==> src/rtl/lwc_pkg.sv <==
// Shared constants and elaboration helpers for the LWC width adapter.
// Latency: n/a (package only).
// Backpressure: n/a (package only).
package lwc_pkg;

    localparam int LWC_BYTE = 8;

    // Number of core bytes carried by one external word of width w.
    function automatic int nbytes(input int w);
        return w / LWC_BYTE;
    endfunction

    // Byte-index counter width; a 1-byte bus still gets a 1-bit counter so
    // the counter never collapses to a zero-width vector.
    function automatic int cnt_width(input int w);
        return (nbytes(w) > 1) ? $clog2(nbytes(w)) : 1;
    endfunction

    // Legal external widths: whole bytes, 8..128 bits.
    function automatic bit width_ok(input int w);
        return ((w % LWC_BYTE) == 0) && (w >= 8) && (w <= 128);
    endfunction

endpackage

==> src/rtl/lwc_width_adapter_downsizer.sv <==
// Word-to-byte serialiser: holds one W-bit word and presents it MSB byte first.
// Latency: word accepted at cycle t, byte 0 presented at t+1, then 1 byte/cycle.
// Backpressure: out_ready stalls the current byte; in_ready reopens in the last-byte cycle.
//
// Ports:
//   clk, rst               rising-edge clock, synchronous active-high reset
//   in_data/valid/ready    W-bit word side (external)
//   out_data/valid/ready   byte side (core)
module lwc_downsizer
    import lwc_pkg::*;
#(
    parameter int W = 32
) (
    input  logic         clk,
    input  logic         rst,
    input  logic [W-1:0] in_data,
    input  logic         in_valid,
    output logic         in_ready,
    output logic [7:0]   out_data,
    output logic         out_valid,
    input  logic         out_ready
);

    localparam int N  = nbytes(W);
    localparam int CW = cnt_width(W);

    // word_q shifts left as bytes leave, so the current byte is always the top
    // lane; cnt_q tracks how many bytes of the word have been consumed.
    logic [W-1:0]  word_q;
    logic          full_q;
    logic [CW-1:0] cnt_q;
    logic          last_byte;
    logic          in_fire;
    logic          out_fire;

    assign last_byte = (cnt_q == CW'(N - 1));

    // Reset forces every handshake output low, even before the first edge
    // has cleared the registers.
    assign out_valid = full_q && !rst;
    assign out_data  = word_q[W-1 -: 8];
    assign in_ready  = !rst && (!full_q || (last_byte && out_ready));

    assign in_fire   = in_valid && in_ready;
    assign out_fire  = out_valid && out_ready;

    always_ff @(posedge clk) begin
        if (rst) begin
            word_q <= '0;
            full_q <= 1'b0;
            cnt_q  <= '0;
        end else begin
            if (out_fire) begin
                if (last_byte) begin
                    cnt_q  <= '0;
                    full_q <= 1'b0;
                end else begin
                    cnt_q  <= cnt_q + CW'(1);
                    word_q <= word_q << LWC_BYTE;
                end
            end
            // A reload only happens when empty or in the final-byte cycle,
            // so it always wins over the shift/clear above.
            if (in_fire) begin
                word_q <= in_data;
                full_q <= 1'b1;
            end
        end
    end

endmodule

==> src/rtl/lwc_width_adapter.sv <==
// Adapts PW/SW-bit LWC buses to a byte-serial core: PDI/SDI serialised, DO packed.
// Latency: 1 cycle per direction (word in -> byte 0 out; completing byte in -> word out).
// Backpressure: valid/ready on every side; do_ready low stalls core_do_ready once the output register is full.
//
// Ports:
//   clk, rst                      rising-edge clock, synchronous active-high reset
//   pdi_* / sdi_*                 external public / secret words (in)
//   do_data/valid/ready/last      external output words, do_last marks the final word
//   core_pdi_* / core_sdi_*       bytes towards the core
//   core_do_*                     bytes from the core, core_do_last marks the final byte
module lwc_width_adapter
    import lwc_pkg::*;
#(
    parameter int PW = 32,
    parameter int SW = 32
) (
    input  logic          clk,
    input  logic          rst,
    input  logic [PW-1:0] pdi_data,
    input  logic          pdi_valid,
    output logic          pdi_ready,
    input  logic [SW-1:0] sdi_data,
    input  logic          sdi_valid,
    output logic          sdi_ready,
    output logic [PW-1:0] do_data,
    output logic          do_valid,
    input  logic          do_ready,
    output logic          do_last,
    output logic [7:0]    core_pdi_data,
    output logic          core_pdi_valid,
    input  logic          core_pdi_ready,
    output logic [7:0]    core_sdi_data,
    output logic          core_sdi_valid,
    input  logic          core_sdi_ready,
    input  logic [7:0]    core_do_data,
    input  logic          core_do_valid,
    output logic          core_do_ready,
    input  logic          core_do_last
);

    if (!width_ok(PW)) begin : g_bad_pw
        $error("lwc_width_adapter: PW must be a multiple of 8 in 8..128");
    end
    if (!width_ok(SW)) begin : g_bad_sw
        $error("lwc_width_adapter: SW must be a multiple of 8 in 8..128");
    end

    // ------------------------------------------------------------------
    // PDI / SDI: word-to-byte serialisers
    // ------------------------------------------------------------------
    lwc_downsizer #(.W(PW)) u_pdi_dn (
        .clk       (clk),
        .rst       (rst),
        .in_data   (pdi_data),
        .in_valid  (pdi_valid),
        .in_ready  (pdi_ready),
        .out_data  (core_pdi_data),
        .out_valid (core_pdi_valid),
        .out_ready (core_pdi_ready)
    );

    lwc_downsizer #(.W(SW)) u_sdi_dn (
        .clk       (clk),
        .rst       (rst),
        .in_data   (sdi_data),
        .in_valid  (sdi_valid),
        .in_ready  (sdi_ready),
        .out_data  (core_sdi_data),
        .out_valid (core_sdi_valid),
        .out_ready (core_sdi_ready)
    );

    // ------------------------------------------------------------------
    // DO: byte-to-word packer
    // ------------------------------------------------------------------
    localparam int DN  = nbytes(PW);
    localparam int DCW = cnt_width(PW);

    logic [PW-1:0]  asm_q;
    logic [PW-1:0]  asm_next;
    logic [PW-1:0]  byte_ext;
    logic [PW-1:0]  out_q;
    logic [DCW-1:0] dcnt_q;
    logic           do_valid_q;
    logic           do_last_q;
    logic           lane_last;
    logic           byte_fire;
    logic           word_done;

    // The core may only push while the output register is free or draining,
    // so a completed word never overwrites one the sink has not taken.
    assign core_do_ready = !rst && (!do_valid_q || do_ready);
    assign do_valid      = do_valid_q && !rst;
    assign do_last       = do_last_q && !rst;
    assign do_data       = out_q;

    assign byte_fire = core_do_valid && core_do_ready;
    assign lane_last = (dcnt_q == DCW'(DN - 1));
    // core_do_last flushes a partial word: bytes stay left-aligned and the
    // unused low lanes keep the zeros left by the previous clear.
    assign word_done = byte_fire && (lane_last || core_do_last);

    always_comb begin
        byte_ext = PW'(core_do_data) << (PW - LWC_BYTE);
        asm_next = asm_q | (byte_ext >> {dcnt_q, 3'b000});
    end

    always_ff @(posedge clk) begin
        if (rst) begin
            asm_q      <= '0;
            out_q      <= '0;
            dcnt_q     <= '0;
            do_valid_q <= 1'b0;
            do_last_q  <= 1'b0;
        end else begin
            if (do_valid_q && do_ready) begin
                do_valid_q <= 1'b0;
                do_last_q  <= 1'b0;
            end
            if (byte_fire) begin
                if (word_done) begin
                    out_q      <= asm_next;
                    do_valid_q <= 1'b1;
                    do_last_q  <= core_do_last;
                    asm_q      <= '0;
                    dcnt_q     <= '0;
                end else begin
                    asm_q      <= asm_next;
                    dcnt_q     <= dcnt_q + DCW'(1);
                end
            end
        end
    end

endmodule

==> config.mk <==
export PLATFORM = sky130hd
export DESIGN_NAME = lwc_width_adapter
export DESIGN_NICKNAME = d
export VERILOG_FILES = /design/src/rtl/lwc_pkg.sv /design/src/rtl/lwc_width_adapter_downsizer.sv /design/src/rtl/lwc_width_adapter.sv
export SDC_FILE = /design/constraint.sdc
export NUM_CORES = 1
export LEC_CHECK = 0
export CAP_MARGIN = 20
export CORE_MARGIN = 2
export CORE_UTILIZATION = 35
export CTS_BUF_LIST = sky130_fd_sc_hd__clkbuf_2
export DETAILED_ROUTE_END_ITERATION = 10
export GPL_ROUTABILITY_DRIVEN = 1
export SLEW_MARGIN = 20
export SYNTH_ARGS = -nofsm -noshare
export SYNTH_HDL_FRONTEND = slang
export SYNTH_HIERARCHICAL = 1
export SYNTH_SLANG_ARGS = --single-unit
==> constraint.sdc <==
create_clock -name clk -period 1.95 [get_ports clk]
set_input_delay 0.39 -clock clk [delete_from_list [all_inputs] [get_ports clk]]
set_output_delay 0.39 -clock clk [all_outputs]
set_load 0.01 [all_outputs]
# Word-level counts from Yosys, hierarchy flattened
# Cells that the tools add are included.
# Widths: inputs -> output; s select.
# word_totals
ff_bits	138
elab_cells	76
# op_classes
add_sub_neg	3
shift	1
n_reduce_logical	33
n_eq_ne	5
mux	22
n_bitwise	1
# ops
operator	count
$mux 32	7
$or 32x32->32	1
$shr 32x5->32	1
$logic_and 1x1->1	16
$mux 1	12
$reduce_and 2->1	5
$reduce_bool 2->1	4
$add 2x1->2 const B	3
$eq 2x2->1 const B	3
$mux 2	3
$logic_not 1->1	4
$logic_or 1x1->1	4
$ne 2x2->1 const B	2

# Depth between registers and ports, before layout
# Gate-level depths: netlist (run 1).
# logic_depth
word_depth	7
depth_mapped	7
mapped_depth_nobuf	4

# Cells and area by module
# Netlist (run 1), hierarchy kept.
# modules_own_cells
module	cells_per_inst	area_each_um2	seq_area_each_um2	instances
lwc_downsizer	203	1834.3	700.7	2
lwc_width_adapter	301	2922.8	1361.3	1

# Least setup slack after synthesis (run 1)
# No wires, ideal clock.
# synth_path
path_type	input-to-output
start	input rst
end	output core_do_ready
n_path_buf	2
required_time_ns	1.560
slack_ns	0.437
t_arrival_ns	1.123
stages	3
path_cell_list	buf_2 > buf_1 > nor2_1
# synth_between
elab_chain_len	2
# synth_rtl
element	line_no	rtl
from (decl)	lwc_width_adapter.sv:18	input logic rst,
$logic_not 1->1	lwc_width_adapter.sv:92	assign core_do_ready = !rst && (!do_valid_q || do_ready);
$logic_and 1x1->1	lwc_width_adapter.sv:92	
to (decl)	lwc_width_adapter.sv:37	output logic core_do_ready,
# Every way passes these cells.

# Final worst setup path (run 1)
# layout_path
start	register u_sdi_dn.cnt_q[0]
end	output sdi_ready
# layout_between
elab_chain_len	4
# layout_rtl
element	line_no	rtl
from (decl)	lwc_width_adapter_downsizer.sv:31	logic [CW-1:0] cnt_q;
from (signal assigned)	lwc_width_adapter_downsizer.sv:58	cnt_q <= cnt_q + CW'(1);
$eq 2x2->1	lwc_width_adapter_downsizer.sv:36	assign last_byte = (cnt_q == CW'(N - 1));
$logic_and 1x1->1	lwc_width_adapter_downsizer.sv:42	assign in_ready = !rst && (!full_q || (last_byte && out_ready));
$logic_or 1x1->1	lwc_width_adapter_downsizer.sv:42	
$logic_and 1x1->1	lwc_width_adapter_downsizer.sv:42	
to (decl)	lwc_width_adapter.sv:24	output logic sdi_ready,
# Every way passes these cells.

==> results of run 1 <==
per-layer routing:
layer / vias up / global-route usage / routed length, um
li1: 2826 / - / -
met1: 2608 / 0.243 / 8370
met2: 153 / 0.269 / 7850
met3: 14 / 0.0459 / 915
met4: 0 / 0.0437 / 187
met5: - / 0 / 0
kinds of logic (layout without fill, tap and decap cells):
group                      count (synthesis)  count (layout)
and+or+nand+nor                          239             239
AOI/OAI and AO/OA                        221             221
DFF                                      138             138
buffers and inverters                    104             225
adders and majority gates                  3               3
muxes                                      2               2
other                                      0               1
worst min-delay path: cells and delay by family:
| family | cells | cell delay, ps |
|---|---|---|
| buf+inv | 1 | 210 |
| simple gates | 2 | 140 |
| compound gates | 1 | 50 |
through the flow:
step | TNS [ps] | total power, mW | setup WS (ps) | util
after floorplan | 0 | 3.68 | 437 | -
after global placement | -316 | 4.11 | -215 | 0.435
after detailed placement | -461 | 4.11 | -226 | 0.435
after CTS | -244 | 5.61 | -131 | 0.452
after global routing | -383 | 5.85 | -190 | 0.452
final | -43.1 | 5.53 | -31.7 | 0.452
registers in the layout, summed over array words and instances (netlist names):
name / cells
asm_q: 32
do_data: 32
u_pdi_dn/word_q: 32
u_sdi_dn/word_q: 32
dcnt_q: 2
u_pdi_dn/cnt_q: 2
u_sdi_dn/cnt_q: 2
do_last_q: 1
do_valid_q: 1
u_pdi_dn/full_q: 1
u_sdi_dn/full_q: 1
path summary, 6_finish.rpt:
path	start	end	slack, ps
setup / recovery	u_sdi_dn/cnt_q[0]$_SDFFE_PP0P_	sdi_ready	-30
hold / removal	rst	do_last_q$_SDFF_PP0_	120
hold reg to reg	u_pdi_dn/word_q[7]$_SDFFE_PP0P_	u_pdi_dn/word_q[15]$_SDFFE_PP0P_	480
setup reg to reg	u_sdi_dn/cnt_q[0]$_SDFFE_PP0P_	u_sdi_dn/word_q[24]$_SDFFE_PP0P_	320
final cells by class:
type | count | area (sq um) | area share
tap | 234 | 293 | 0.0349
timing repair buffer | 194 | 1880 | 0.224
multi-input combinational | 465 | 3210 | 0.382
antenna | 1 | 2.50 | 0.000298
sequential | 138 | 2820 | 0.336
clock buffer | 17 | 85.1 | 0.0101
clock inverter | 14 | 109 | 0.0130
synthesized netlist by cell type (2+ instances only):
library cell	n	area (sq um)
ha_1	3	37.5
buf_12	4	80.1
nand4bb_1	2	22.5
nand3_1	20	100
clkbuf_2	3	15.0
a41oi_1	32	280
a311oi_1	8	70.1
buf_6	14	158
a211oi_1	3	22.5
buf_4	19	143
clkbuf_1	21	78.8
mux2i_1	2	20.0
nand2_4	2	22.5
buf_1	13	48.8
nand2_1	96	360
nor2b_1	10	62.6
a21bo_2	2	20.0
a311oi_2	40	601
a21boi_4	2	37.5
and4bb_1	2	25.0
nor2_1	45	169
nand2b_1	4	25.0
nor3_1	48	240
o21ai_0	2	10.0
o211ai_1	16	120
dfxtp_1	138	2760
nand2_2	6	37.5
a21oi_1	53	265
a31oi_1	32	200
a211oi_2	29	363
buf_2	30	150
power groups by stage:
| stage | registers [mW] | logic, mW | clock network (mW) |
|---|---|---|---|
| after floorplan | 3.09 | 0.597 | 0 |
| after global placement | 3.09 | 1.02 | 0 |
| after detailed placement | 3.09 | 1.02 | 0 |
| after CTS | 3.04 | 1.02 | 1.56 |
| after global routing | 3.06 | 1.09 | 1.70 |
| final | 3.03 | 1.01 | 1.49 |
what timing repair did:
action                                 4_1_cts  5_1_grt
resized for setup                          118        6
endpoints found under the hold margin        5        0
pin swaps                                    4        4
setup endpoints to repair                   55        6
hold buffers                                 1        0
buffers inserted                            12        1
==> flow_metrics.py, run 1 <==
metrics = {
    "outcome": {
        "status": "finished, violations left",
        "violations": "negative setup slack",
    },
    "setup_path": {
        "crit_path_max_incr_delay_ps": 400,
        "arrival_ps": 1590,
        "path_cells": "ha_4 > a21boi_4 > nor2_4 > buf_6",
        "crit_fanout": 3,
        "path_buf_inv": 1,
        "endpoint_kind": "primary output",
        "slowest_stage": "dfxtp_4",
        "crit_path_start_kind": "flip-flop",
        "crit_required_ps": 1560,
        "critPathKind": "reg2out",
        "reg2reg_depth": 6,
        "crit_family": "flip-flops",
        "worstSetupPathDepth": 4,
    },
    "routing": {
        "first_pass_iters": 4,
        "drt_iter0_drc": 334,
        "routed_wl_um": 17300,
        "vias_per_cell": 5.27,
        "drc": 0,
        "vias": 5601,
        "wire_per_inst_um": 16.3,
        "ant_nets": 0,
    },
    "yosys": {
        "syn-num-nets": 791,
        "ys_seq_elements": 138,
        "ys_seq_area_frac": 0.419,
        "synth_cell_types": 37,
        "synthSimpleGateAreaFrac": 0.166,
        "syn_avg_cell_area_sq_um": 9.32,
        "async_flop_share": 0,
        "yosys-mux-area-fraction": 0.00304,
        "netlist_instances": 707,
        "netlist_area_sq_um": 6590,
        "yosysWarnings": 6,
        "synth_compound_area_frac": 0.304,
        "synth_edf_count": 0,
        "synth_top_family_by_area": "compound AO/OA/AOI/OAI gates",
        "synth_fa_ha_area_frac": 0.00569,
        "synth-xor-area-share": 0,
        "synth_ff_type": "dfxtp_1",
    },
    "clock_tree": {
        "tritoncts": "done",
        "clk_pin_slew_worst_paths_ps": 210,
        "clk_path_buf_depth": 2,
        "clk_latency_ps": 710,
        "root_buffer": "clkbuf_2",
        "h-tree-depth": 4,
        "cts_buffers": 17,
        "clock-sinks": 138,
    },
    "finish": {
        "finalNonFillerCells": 1063,
        "fillers": 1854,
        "final_area_sq_um": 8390,
        "area_growth_pct": 27.3,
        "final_cell_mix": "104 x dfxtp_1, 96 x nand2_1, 79 x clkdlybuf4s50_1",
        "drive_above_1_share": 0.262,
        "layout_commonest_cell": "dfxtp_1",
        "fin_nets": 900,
    },
    "timing": {
        "slew_headroom": 0.659,
        "drv_slew": 0,
        "fin_ws_ps": -31.7,
        "period_share": 1.02,
        "max_clock_freq_mhz": 505,
        "fin_crit_ps": 1980,
        "worstMarginPinSlew_ps": 511,
        "finClkSkew_ps": 33.6,
        "hold_viol_final": 0,
        "hold_slack_ps": 118,
        "rsz0062_at_grt": "true",
        "setup_violations": 2,
    },
    "die": {
        "io_pins": 136,
        "row_count": 50,
        "die_y_um": 141,
        "start_util": 0.355,
        "die_area_sq_um": 19900,
        "die_w_um": 141,
        "core_sq_um": 18600,
    },
    "power_and_ir_drop": {
        "p_per_area_nw_per_um2": 659,
        "power_switching_mw": 1.64,
        "seqPwrFrac": 0.549,
        "swShare": 0.297,
        "ir_drop_uv": 379,
        "clock_power_share": 0.269,
        "combPwrFrac": 0.182,
        "leakage_nw": 2.98,
        "intPower_mw": 3.89,
    },
    "job": {
        "drv_cap": 0,
    },
    "global_routing": {
        "antenna_found_initial": 1,
        "grtUsageTotal": 0.174,
        "grt_pass1_wl_um": 28100,
        "overflow": 0,
        "grt_pass1_vias": 5427,
        "grt_max_degree": 53,
    },
    "placement": {
        "place_congestion": 0.747,
        "dp_cells": 1017,
        "dp.final_hpwl_um": 11100,
        "post_dp_cell_area_sq_um": 8080,
        "numPortBuffers": 135,
    },
    "hold_path": {
        "holdPathStages": 4,
        "hp-class": "in2reg",
    },
}
(Power assumes the default switching activity.)
==> run 2, diff against run 1 <==
--- a/config.mk
+++ b/config.mk
@@ -11,7 +11,8 @@
 export CTS_BUF_LIST = sky130_fd_sc_hd__clkbuf_2
 export DETAILED_ROUTE_END_ITERATION = 10
 export GPL_ROUTABILITY_DRIVEN = 1
-export SLEW_MARGIN = 20
+export HOLD_SLACK_MARGIN = 0.02
+export SLEW_MARGIN = 10
 export SYNTH_ARGS = -nofsm -noshare
 export SYNTH_HDL_FRONTEND = slang
 export SYNTH_HIERARCHICAL = 1
==> constraint.sdc (replaced) <==
create_clock -name clk -period 2.25 [get_ports clk]
set_input_delay 0.45 -clock clk [delete_from_list [all_inputs] [get_ports clk]]
set_output_delay 0.45 -clock clk [all_outputs]
set_load 0.01 [all_outputs]
==> flow_metrics.py, run 2 (synthesis gave the netlist of run 1 again) <==
metrics = {
    "outcome": {
        "status": "finished, final reports clean",
    },
    "hold_path": {
        "hp-class": "in2reg",
    },
    "placement": {
        "dp.final_hpwl_um": 11200,
        "numPortBuffers": 135,
        "dp_cells": 1011,
        "place_congestion": 0.748,
        "post_dp_cell_area_sq_um": 7950,
        "dpl_worst_slack_ps": -29.9,
    },
    "timing": {
        "hold_slack_ps": 270,
        "period_share": 0.975,
        "fin_crit_ps": 2190,
        "finClkSkew_ps": 23.9,
        "max_clock_freq_mhz": 456,
        "drv_slew": 0,
        "worstMarginPinSlew_ps": 546,
        "rsz0062_at_grt": "false",
        "finalSetupTns_ps": 0,
        "slew_headroom": 0.636,
        "setup_violations": 0,
        "fin_ws_ps": 57.3,
        "hold_viol_final": 0,
    },
    "die": {
        "die_y_um": 141,
        "core_sq_um": 18600,
        "row_count": 50,
        "die_area_sq_um": 19900,
        "die_w_um": 141,
        "start_util": 0.355,
        "io_pins": 136,
    },
    "finish": {
        "multi_input_area_sq_um": 3190,
        "layout_commonest_cell": "dfxtp_1",
        "finalNonFillerCells": 1046,
        "regArea_sq_um": 2780,
        "fillers": 1866,
        "fin_nets": 882,
        "final_area_sq_um": 8290,
        "post-route-util": 0.446,
        "drive_above_1_share": 0.210,
        "area_growth_pct": 25.7,
        "final_cell_mix": "130 x dfxtp_1, 127 x clkdlybuf4s50_1, 96 x nand2_1",
    },
    "clock_tree": {
        "clk_path_buf_depth": 2,
        "cts_buffers": 17,
        "clock-sinks": 138,
        "h-tree-depth": 4,
        "clk_latency_ps": 730,
        "tritoncts": "done",
        "clk_pin_slew_worst_paths_ps": 200,
        "root_buffer": "clkbuf_2",
    },
    "global_routing": {
        "grt_pass1_vias": 5206,
        "overflow": 0,
        "grt_pass1_wl_um": 27600,
        "grtUsageTotal": 0.172,
        "antenna_found_initial": 1,
        "grt_max_degree": 34,
    },
    "setup_path": {
        "critPathKind": "in2out",
        "endpoint_kind": "primary output",
        "path_cells": "dlygate4sd3_1 > buf_4 > nor2b_1 > dlygate4sd2_1",
        "crit_path_start_kind": "input port",
        "arrival_ps": 1740,
        "crit_required_ps": 1800,
        "crit_path_max_incr_delay_ps": 530,
        "slowest_stage": "dlygate4sd3_1",
        "crit_fanout": 22,
    },
    "routing": {
        "first_pass_iters": 5,
        "vias": 5545,
        "ant_nets": 0,
        "drt_iter0_drc": 449,
        "drc": 0,
        "vias_per_cell": 5.30,
        "wire_per_inst_um": 16.5,
        "routed_wl_um": 17300,
    },
    "power_and_ir_drop": {
        "totalPowerFinal_mw": 5.20,
        "leakage_nw": 2.67,
        "ir_drop_uv": 372,
        "p_per_area_nw_per_um2": 628,
    },
    "job": {
        "drv_cap": 0,
    },
}
## run 2: changes by cell type in the layout (fill, tap and decap cells not counted), sizes merged
cell,before,now
buf,66,42
bufinv,1,4
clkbuf,17,19
clkdlybuf4s50,79,127
clkinv,11,4
clkinvlp,2,5
dlygate4sd2,48,5
inv,0,1
## run 2: power by group
group | leakage (nW) | internal [mW] | switching [mW]
logic | 1.39 | 0.423 | 0.433
clock network | 0.153 | 0.738 | 0.976
registers | 1.13 | 2.56 | 0.0671
total | 2.67 | 3.72 | 1.48
## run 2: timing repair
action | in CTS | in global routing
hold buffers | 0 | 1
endpoints found under the setup margin | 7 | 2
setup buffers | 1 | 0
pin swaps | 1 | 0
gates resized for setup | 25 | 3
hold endpoints to repair | 0 | 2
## run 2: worst paths after layout
kind                                        start                          endpoint  slack (ps)  cells past startpoint
setup / recovery                              rst                           do_last          60                      4
hold reg to reg   u_pdi_dn/word_q[7]$_SDFFE_PP0P_  u_pdi_dn/word_q[15]$_SDFFE_PP0P_         480                      2
hold / removal                        sdi_data[3]   u_sdi_dn/word_q[3]$_SDFFE_PP0P_         270                      3
setup reg to reg           dcnt_q[0]$_SDFFE_PP0N_           do_data[0]$_SDFFE_PP0P_         530                      5
## run 2: worst max-delay path, delay by kind of cell
family                 cells  cell delay, ps
buffers and inverters      3            1120
AND/OR/NAND/NOR            1             160
## run 2: layout make-up
| type | count | share of cell area |
|---|---|---|
| Clock inverter | 14 | 0.0239 |
| Tap cell | 234 | 0.0353 |
| Antenna cell | 1 | 0.000302 |
| Sequential cell | 138 | 0.335 |
| Timing Repair Buffer | 176 | 0.209 |
| Clock buffer | 18 | 0.0109 |
| Multi-Input combinational cell | 465 | 0.385 |
## run 2: routing by layer
layer | vias to the layer above | routed length, um | part of all wire | track usage
met3 | 11 | 867 | 0.050 | 0.0428
met2 | 134 | 7960 | 0.46 | 0.264
met4 | 0 | 192 | 0.011 | 0.0474
li1 | 2780 | - | - | -
met1 | 2620 | 8270 | 0.48 | 0.242
met5 | - | 0 | 0 | 0
